### src/rtl/hazard_mc_pkg.sv
// Shared constants for the hazard unit: forward-select encodings and the PC register index.
package hazard_mc_pkg;

  localparam logic [1:0] FWD_RF  = 2'b00;
  localparam logic [1:0] FWD_WB  = 2'b01;
  localparam logic [1:0] FWD_MEM = 2'b10;

  // The PC is the highest architectural register index.
  function automatic logic [31:0] pcIndex(input int regW);
    return 32'((1 << regW) - 1);
  endfunction

endpackage

### src/rtl/hazard_fwd_sel.sv
// Per-operand forwarding select: Memory stage beats Writeback, the PC is never forwarded.
import hazard_mc_pkg::*;

module hazard_fwd_sel #(
  parameter int REG_W = 4
) (
  input  logic [REG_W-1:0] raE,
  input  logic [REG_W-1:0] waM,
  input  logic [REG_W-1:0] waW,
  input  logic             regWriteM,
  input  logic             regWriteW,
  output logic [1:0]       fwdSel
);

  localparam logic [REG_W-1:0] PC_IDX = REG_W'(pcIndex(REG_W));

  always_comb begin
    fwdSel = FWD_RF;
    if (raE != PC_IDX) begin
      if (regWriteM && (waM == raE)) begin
        fwdSel = FWD_MEM;
      end else if (regWriteW && (waW == raE)) begin
        fwdSel = FWD_WB;
      end
    end
  end

endmodule

### src/rtl/hazard_mc.sv
// Pipeline hazard unit with internal forwarding compares, multi-cycle multiply stalls
// and a saturating stall-cycle counter.
import hazard_mc_pkg::*;

module hazard_mc #(
  parameter int REG_W   = 4,
  parameter int MUL_LAT = 3,
  parameter int CNT_W   = 16
) (
  input  logic             clk,
  input  logic             reset,
  input  logic [REG_W-1:0] RA1D,
  input  logic [REG_W-1:0] RA2D,
  input  logic [REG_W-1:0] RA1E,
  input  logic [REG_W-1:0] RA2E,
  input  logic [REG_W-1:0] RA3E,
  input  logic [REG_W-1:0] WA3E,
  input  logic [REG_W-1:0] WA3M,
  input  logic [REG_W-1:0] WA3W,
  input  logic             RegWriteE,
  input  logic             RegWriteM,
  input  logic             RegWriteW,
  input  logic             MemtoRegE,
  input  logic             MulStartE,
  input  logic             BranchTakenD,
  input  logic             PCWrPendingF,
  input  logic             PCSrcW,
  output logic [1:0]       ForwardAE,
  output logic [1:0]       ForwardBE,
  output logic [1:0]       ForwardCE,
  output logic             StallF,
  output logic             StallD,
  output logic             StallE,
  output logic             FlushD,
  output logic             FlushE,
  output logic             FlushM,
  output logic             MulBusy,
  output logic [CNT_W-1:0] StallCount
);

  localparam bit         MULTI   = (MUL_LAT > 1);
  localparam logic [3:0] MC_LOAD = 4'(MUL_LAT - 1);

  logic [3:0]       mcReg;
  logic [REG_W-1:0] raE [3];
  logic [1:0]       fwdSel [3];
  logic             ldStall;
  logic             mulIssue;
  logic             pcWr;
  logic             branch;
  logic             pcSrc;

  assign raE[0] = RA1E;
  assign raE[1] = RA2E;
  assign raE[2] = RA3E;

  generate
    for (genvar gi = 0; gi < 3; gi++) begin : gFwd
      hazard_fwd_sel #(.REG_W(REG_W)) uFwdSel (
        .raE       (raE[gi]),
        .waM       (WA3M),
        .waW       (WA3W),
        .regWriteM (RegWriteM),
        .regWriteW (RegWriteW),
        .fwdSel    (fwdSel[gi])
      );
    end
  endgenerate

  assign ForwardAE = reset ? fwdSel[0] : FWD_RF;
  assign ForwardBE = reset ? fwdSel[1] : FWD_RF;
  assign ForwardCE = reset ? fwdSel[2] : FWD_RF;

  // Every control source is gated by reset so all controls read 0 while it is held low.
  assign ldStall  = reset & MemtoRegE & RegWriteE & ((WA3E == RA1D) | (WA3E == RA2D));
  assign mulIssue = reset & MULTI & MulStartE & (mcReg == 4'd0);
  assign pcWr     = reset & PCWrPendingF;
  assign branch   = reset & BranchTakenD;
  assign pcSrc    = reset & PCSrcW;

  assign MulBusy = (mcReg != 4'd0) | mulIssue;
  assign StallE  = MulBusy;
  assign StallD  = ldStall | MulBusy;
  assign StallF  = ldStall | MulBusy | pcWr;
  assign FlushM  = MulBusy;
  assign FlushE  = (ldStall & ~MulBusy) | branch;
  assign FlushD  = pcWr | pcSrc | branch;

  always_ff @(posedge clk or negedge reset) begin
    if (!reset) begin
      mcReg      <= 4'd0;
      StallCount <= '0;
    end else begin
      if (mcReg != 4'd0) begin
        mcReg <= mcReg - 4'd1;
      end else if (mulIssue) begin
        mcReg <= MC_LOAD;
      end
      if (StallF && (StallCount != {CNT_W{1'b1}})) begin
        StallCount <= StallCount + 1'b1;
      end
    end
  end

endmodule

### config.mk
export PLATFORM = sky130hd
export DESIGN_NAME = hazard_mc
export DESIGN_NICKNAME = d
export VERILOG_FILES = /design/src/rtl/hazard_mc_pkg.sv /design/src/rtl/hazard_fwd_sel.sv /design/src/rtl/hazard_mc.sv
export SDC_FILE = /design/constraint.sdc
export NUM_CORES = 1
export LEC_CHECK = 0
export CELL_PAD_IN_SITES_DETAIL_PLACEMENT = 1
export CELL_PAD_IN_SITES_GLOBAL_PLACEMENT = 2
export CORE_MARGIN = 8
export CORE_UTILIZATION = 21
export CTS_CLUSTER_DIAMETER = 80
export DETAILED_ROUTE_END_ITERATION = 16
export HOLD_SLACK_MARGIN = 0.03
export MAX_ROUTING_LAYER = met4
export PLACE_DENSITY_LB_ADDON = 0.1
export SLEW_MARGIN = 20
export SYNTH_ARGS = -nofsm -noshare
export SYNTH_HDL_FRONTEND = slang
export SYNTH_SLANG_ARGS = --single-unit
### constraint.sdc
create_clock -name clk -period 1.7 [get_ports clk]
set_input_delay 0.34 -clock clk [delete_from_list [all_inputs] [get_ports clk]]
set_output_delay 0.34 -clock clk [all_outputs]
set_load 0.03 [all_outputs]
Word-level counts from Yosys, hierarchy flattened
Cells that the tools add are included.
- add/subtract/negate cells: 2
- equality and inequality tests: 12
- mux-type cells: 14
- bitwise logic cells: 17
- reductions and logical operators: 10
- operator list (cell ; count):
    4-bit equality test ; 8
    2-bit 2-to-1 mux ; 9
    16-bit by 1-bit adder with 16-bit output, second input constant ; 1
    16-bit inequality test, second input constant ; 1
    4-bit inequality test, second input constant ; 3
    1-bit AND ; 9
    4-bit 2-to-1 mux ; 2
    1-bit logical AND ; 7
    1-bit bitwise OR ; 7
    4-bit logical NOT ; 1
    4-bit nonzero test ; 1
    4-bit by 1-bit subtractor with 4-bit output, second input constant ; 1
    1-bit 2-to-1 mux ; 3
    2-bit nonzero test ; 1
    1-bit inverter ; 1
- bits in registers: 20
- bits of input ports: 42

Depth between registers and ports, before layout
- word-level depth: 6
- mapped depth: 7

Cells and area by module
A second synthesis with hierarchy kept.
- cells, all modules: 165
- area, all modules: 1567.8 um2
- modules (own cells, without submodules) (module ; instances ; cells each ; area an instance (um2) ; seq. area each (um2)):
    hazard_mc ; 1 ; 108 ; 1173.6 ; 500.5
    hazard_fwd_sel ; 3 ; 19 ; 131.4 ; 0.0

Worst setup path before layout
No wires, ideal clock.
- kind: register -> output
- start: reg mcReg[0]
- end: out FlushE
- data arrival time: 2.210 ns
- data required time: 1.360 ns
- slack: -0.850 ns
- stages on the path, launching flop included: 7
- path buffers: 0
- cell sequence: dfrtp_1 > inv_1 > ha_1 > nor3b_1 > and2_1 > inv_1 > o21ai_0
- cells in the longest elaborated chain, start to end: 6
- RTL lines (what ; RTL line ; RTL):
    from (decl) ; hazard_mc.sv:44 ; logic [3:0] mcReg;
    from (signal assigned) ; hazard_mc.sv:95 ; mcReg <= mcReg - 4'd1;
    4-bit logical NOT ; hazard_mc.sv:76 ; assign mulIssue = reset & MULTI & MulStartE & (mcReg == 4'd0);
    1-bit AND ; hazard_mc.sv:76 ;
    1-bit bitwise OR * ; hazard_mc.sv:81 ; assign MulBusy = (mcReg != 4'd0) | mulIssue;
    net FlushM ; hazard_mc.sv:36 ; output logic FlushM,
    1-bit inverter * ; hazard_mc.sv:86 ; assign FlushE = (ldStall & ~MulBusy) | branch;
    1-bit AND * ; hazard_mc.sv:86 ;
    1-bit bitwise OR * ; hazard_mc.sv:86 ;
    to (decl) ; hazard_mc.sv:35 ; output logic FlushE,
Mark *: on every way through the listed nets, which the timed path passes. The rest lies on a longest branch.

Worst setup path in the final report
- start: reg mcReg[0]
- end: out FlushE
- cells in the longest elaborated chain, start to end: 6
- RTL lines (what ; RTL line):
    4-bit logical NOT ; hazard_mc.sv:76
    1-bit AND ; hazard_mc.sv:76
    1-bit bitwise OR * ; hazard_mc.sv:81
    1-bit inverter * ; hazard_mc.sv:86
    1-bit AND * ; hazard_mc.sv:86
    1-bit bitwise OR * ; hazard_mc.sv:86
Every way passes the cells marked *; elsewhere a longest branch is shown, timed or not.

==> impl_metrics.toml <==
[clock_network]
clock_sinks = 20
numCtsBuffers = 3
htree_levels = 1
path_clk_slew_ps = 90
clockRootBuffer = "clkbuf_8"
hold_buffers = 0
cts_tree = "built"
clk_latency_ps = 270
clockBufferDepth = 2

[global_route]
grt_overflow = 0
first_global_vias = 1976
antenna_found_initial = 0
grt.total_usage_pct = 12.81
grt_max_degree = 20
grt_pass1_wl_um = 10010

[routing]
post-route-drc-count = 0
first_iter_violations = 21
first_pass_iters = 4
finalWirelength_um = 6300
wl_per_cell_um = 15.87
ant_nets = 0
num_vias = 1705
avgViaCountPerCell = 4.295

[floorplanning]
die_area_mm2 = 0.01025
start_util_pct = 21.39
die-height_um = 101.3
rows = 31
die_w_um = 101.3
core_area_mm2 = 0.007137
ioPinCount = 71

[setup_path]
r2r-start = "mcReg[1]"
crit_required_ps = 1360
crit_arrival_ps = 1610
r2r_cells = 13
cp_max_fo = 5
worstSetupPathType = "reg2out"
ff2ff_setup_slack_ps = -150
reg2reg_to = "mcReg[3]"
startpoint_type = "flip-flop"
end_kind = "output port"

[final_layout]
n_antenna_cell = 0
layout-drive-gt1-share_pct = 56.71
final_core_util_pct = 43.79
fin_cells = 397
synthToLayoutAreaGrowth_pct = 104.8
final_common_cell = "buf_4"
nNetsFinal = 343
most-common-layout-cells = "buf_4 (63), buf_6 (23), xor2_1 (17), dfrtp_1 (16), dlygate4sd2_1 (16)"

[pwr]
p_seq_share_pct = 23.0
p_sw_share_pct = 39.71
p_leak_nw = 1.494
irDropWorstVdd_mv = 0.4946
intPower_mw = 1.926
p_clk_share_pct = 12.2
pwr-share-comb_pct = 64.8
p_per_area_mw_per_mm2 = 1022
p_switching_mw = 1.269

[timing]
fin_ws_ps = -249.0
hold_viol_final = 0
fin_skew_ps = 4.795
setup_violations = 15
report.final.slew_viol_count = 0
relSlewSlack_pct = 72.86
worst_slew_pin_slew_ps = 407.0
period_needed_ps = 1949
finalCritPeriodShare_pct = 114.6
fmax_mhz = 513.1
rsz0062_at_grt = "yes"

[synth]
synth_area_mm2 = 0.001526
synthTopCellsByArea = "dfrtp_1 (33%), xor2_1 (13%), xnor2_1 (11%)"
ys_async_sr_fraction_pct = 100.0
ys_seq_area_share_pct = 32.79
synth-seq-cells = 20
ys_types = 34
synth-edff-count = 0
ys_warn_count = 0
synthCells = 161
avgSynthCellArea_um2 = 9.481
synth_top_area_share_pct = 32.79
synth_flop_cell = "dfrtp_1"
syn-num-nets = 205
synth_top_area_cell = "dfrtp_1"

[status]
violations = "negative setup slack"
outcome = "finished with violations"

[hold_path]
hp-class = "in2async"

[flow_run]
maxCapViolations = 0

[place]
place_inst = 373
portBuffers = 70
gp_congestion = 0.7529
place_hpwl_um = 4686
dp_slack_ps = -765.9
synthesized netlist by cell type (2+ instances only):
library cell and instances:
nor4_1 4, dfrtp_1 20, xnor2_1 19, nand4_1 11, ha_1 2, a31oi_1 3
nand3_1 12, o21ai_0 7, nand2_1 13, inv_1 4, and2_1 4, nand4_2 2
buf_4 2, xor2_1 23, nor2_1 8, and3_1 9
power by group through the flow:
| stage | clock network (mW) | logic [mW] | registers, mW |
|---|---|---|---|
| floorplan | 0 | 0.681 | 0.928 |
| global placement | 0 | 1.63 | 0.731 |
| detailed placement | 0 | 1.65 | 0.735 |
| CTS | 0.398 | 1.93 | 0.729 |
| global route | 0.419 | 2.22 | 0.756 |
| finish | 0.389 | 2.07 | 0.735 |
worst max-delay path, cell delays in order (launching register included):
cell     delay (ps)
dfrtp_1         400
inv_2            90
ha_4            130
nor3b_4         210
and2_4          210
inv_6            40
o21ai_4         110
buf_6           140
state kept, by name (all words and copies together) (netlist names):
name        flops
mcReg           4
StallCount     16
stage by stage:
stage	TNS [ps]	cell area, um^2	hold WS (ps)	total power [mW]
finish	-1642	3126	314.4	3.195
floorplan	-723.2	1578	44.41	1.608
global route	-3426	3126	325.5	3.397
CTS	-1767	2952	320.2	3.063
global placement	-14690	2689	488.9	2.357
detailed placement	-16010	2689	489.5	2.385
cells by family (layout without fill, tap and decap cells):
family          count (synthesis)  count (layout)  synth area share, %
xor+xnor                       43              43                25.16
mux                             2               2                1.721
flops                          20              20                32.79
simple gates                   72              72                28.77
buf+inv                         8             145                4.016
compound gates                 14              14                5.901
fa+ha+maj                       2               2                1.639
layer usage:
layer | share of wire [%] | GRT usage, %
met4 | 0.87 | 3.093
met3 | 3.7 | 2.062
met5 | 0 | -
met2 | 54 | 23.28
met1 | 42 | 14.19
worst max path at each step:
stage                        start     end  slack, ps
after floorplan           mcReg[0]  FlushE       -200
after global placement     WA3E[1]  StallF       -700
after detailed placement   WA3E[1]  StallF       -770
after CTS                 mcReg[1]  FlushE       -250
after global routing      mcReg[0]  FlushE       -330
final                     mcReg[0]  FlushE       -250
layout make-up:
type                       count  area, um^2
sequential                    20       505.5
fill                         841        4011
multi-input combinational    133        1250
tap                           99       123.9
inverter                       4       20.02
clock buffer                   4       55.05
timing repair buffer         137        1171
what timing repair did:
item                       CTS  global route
resized for setup          162            60
setup buffers               16             5
setup endpoints to repair   42            30
pin swaps                   43            34
Note: power is estimated with default switching activity, not from simulation.
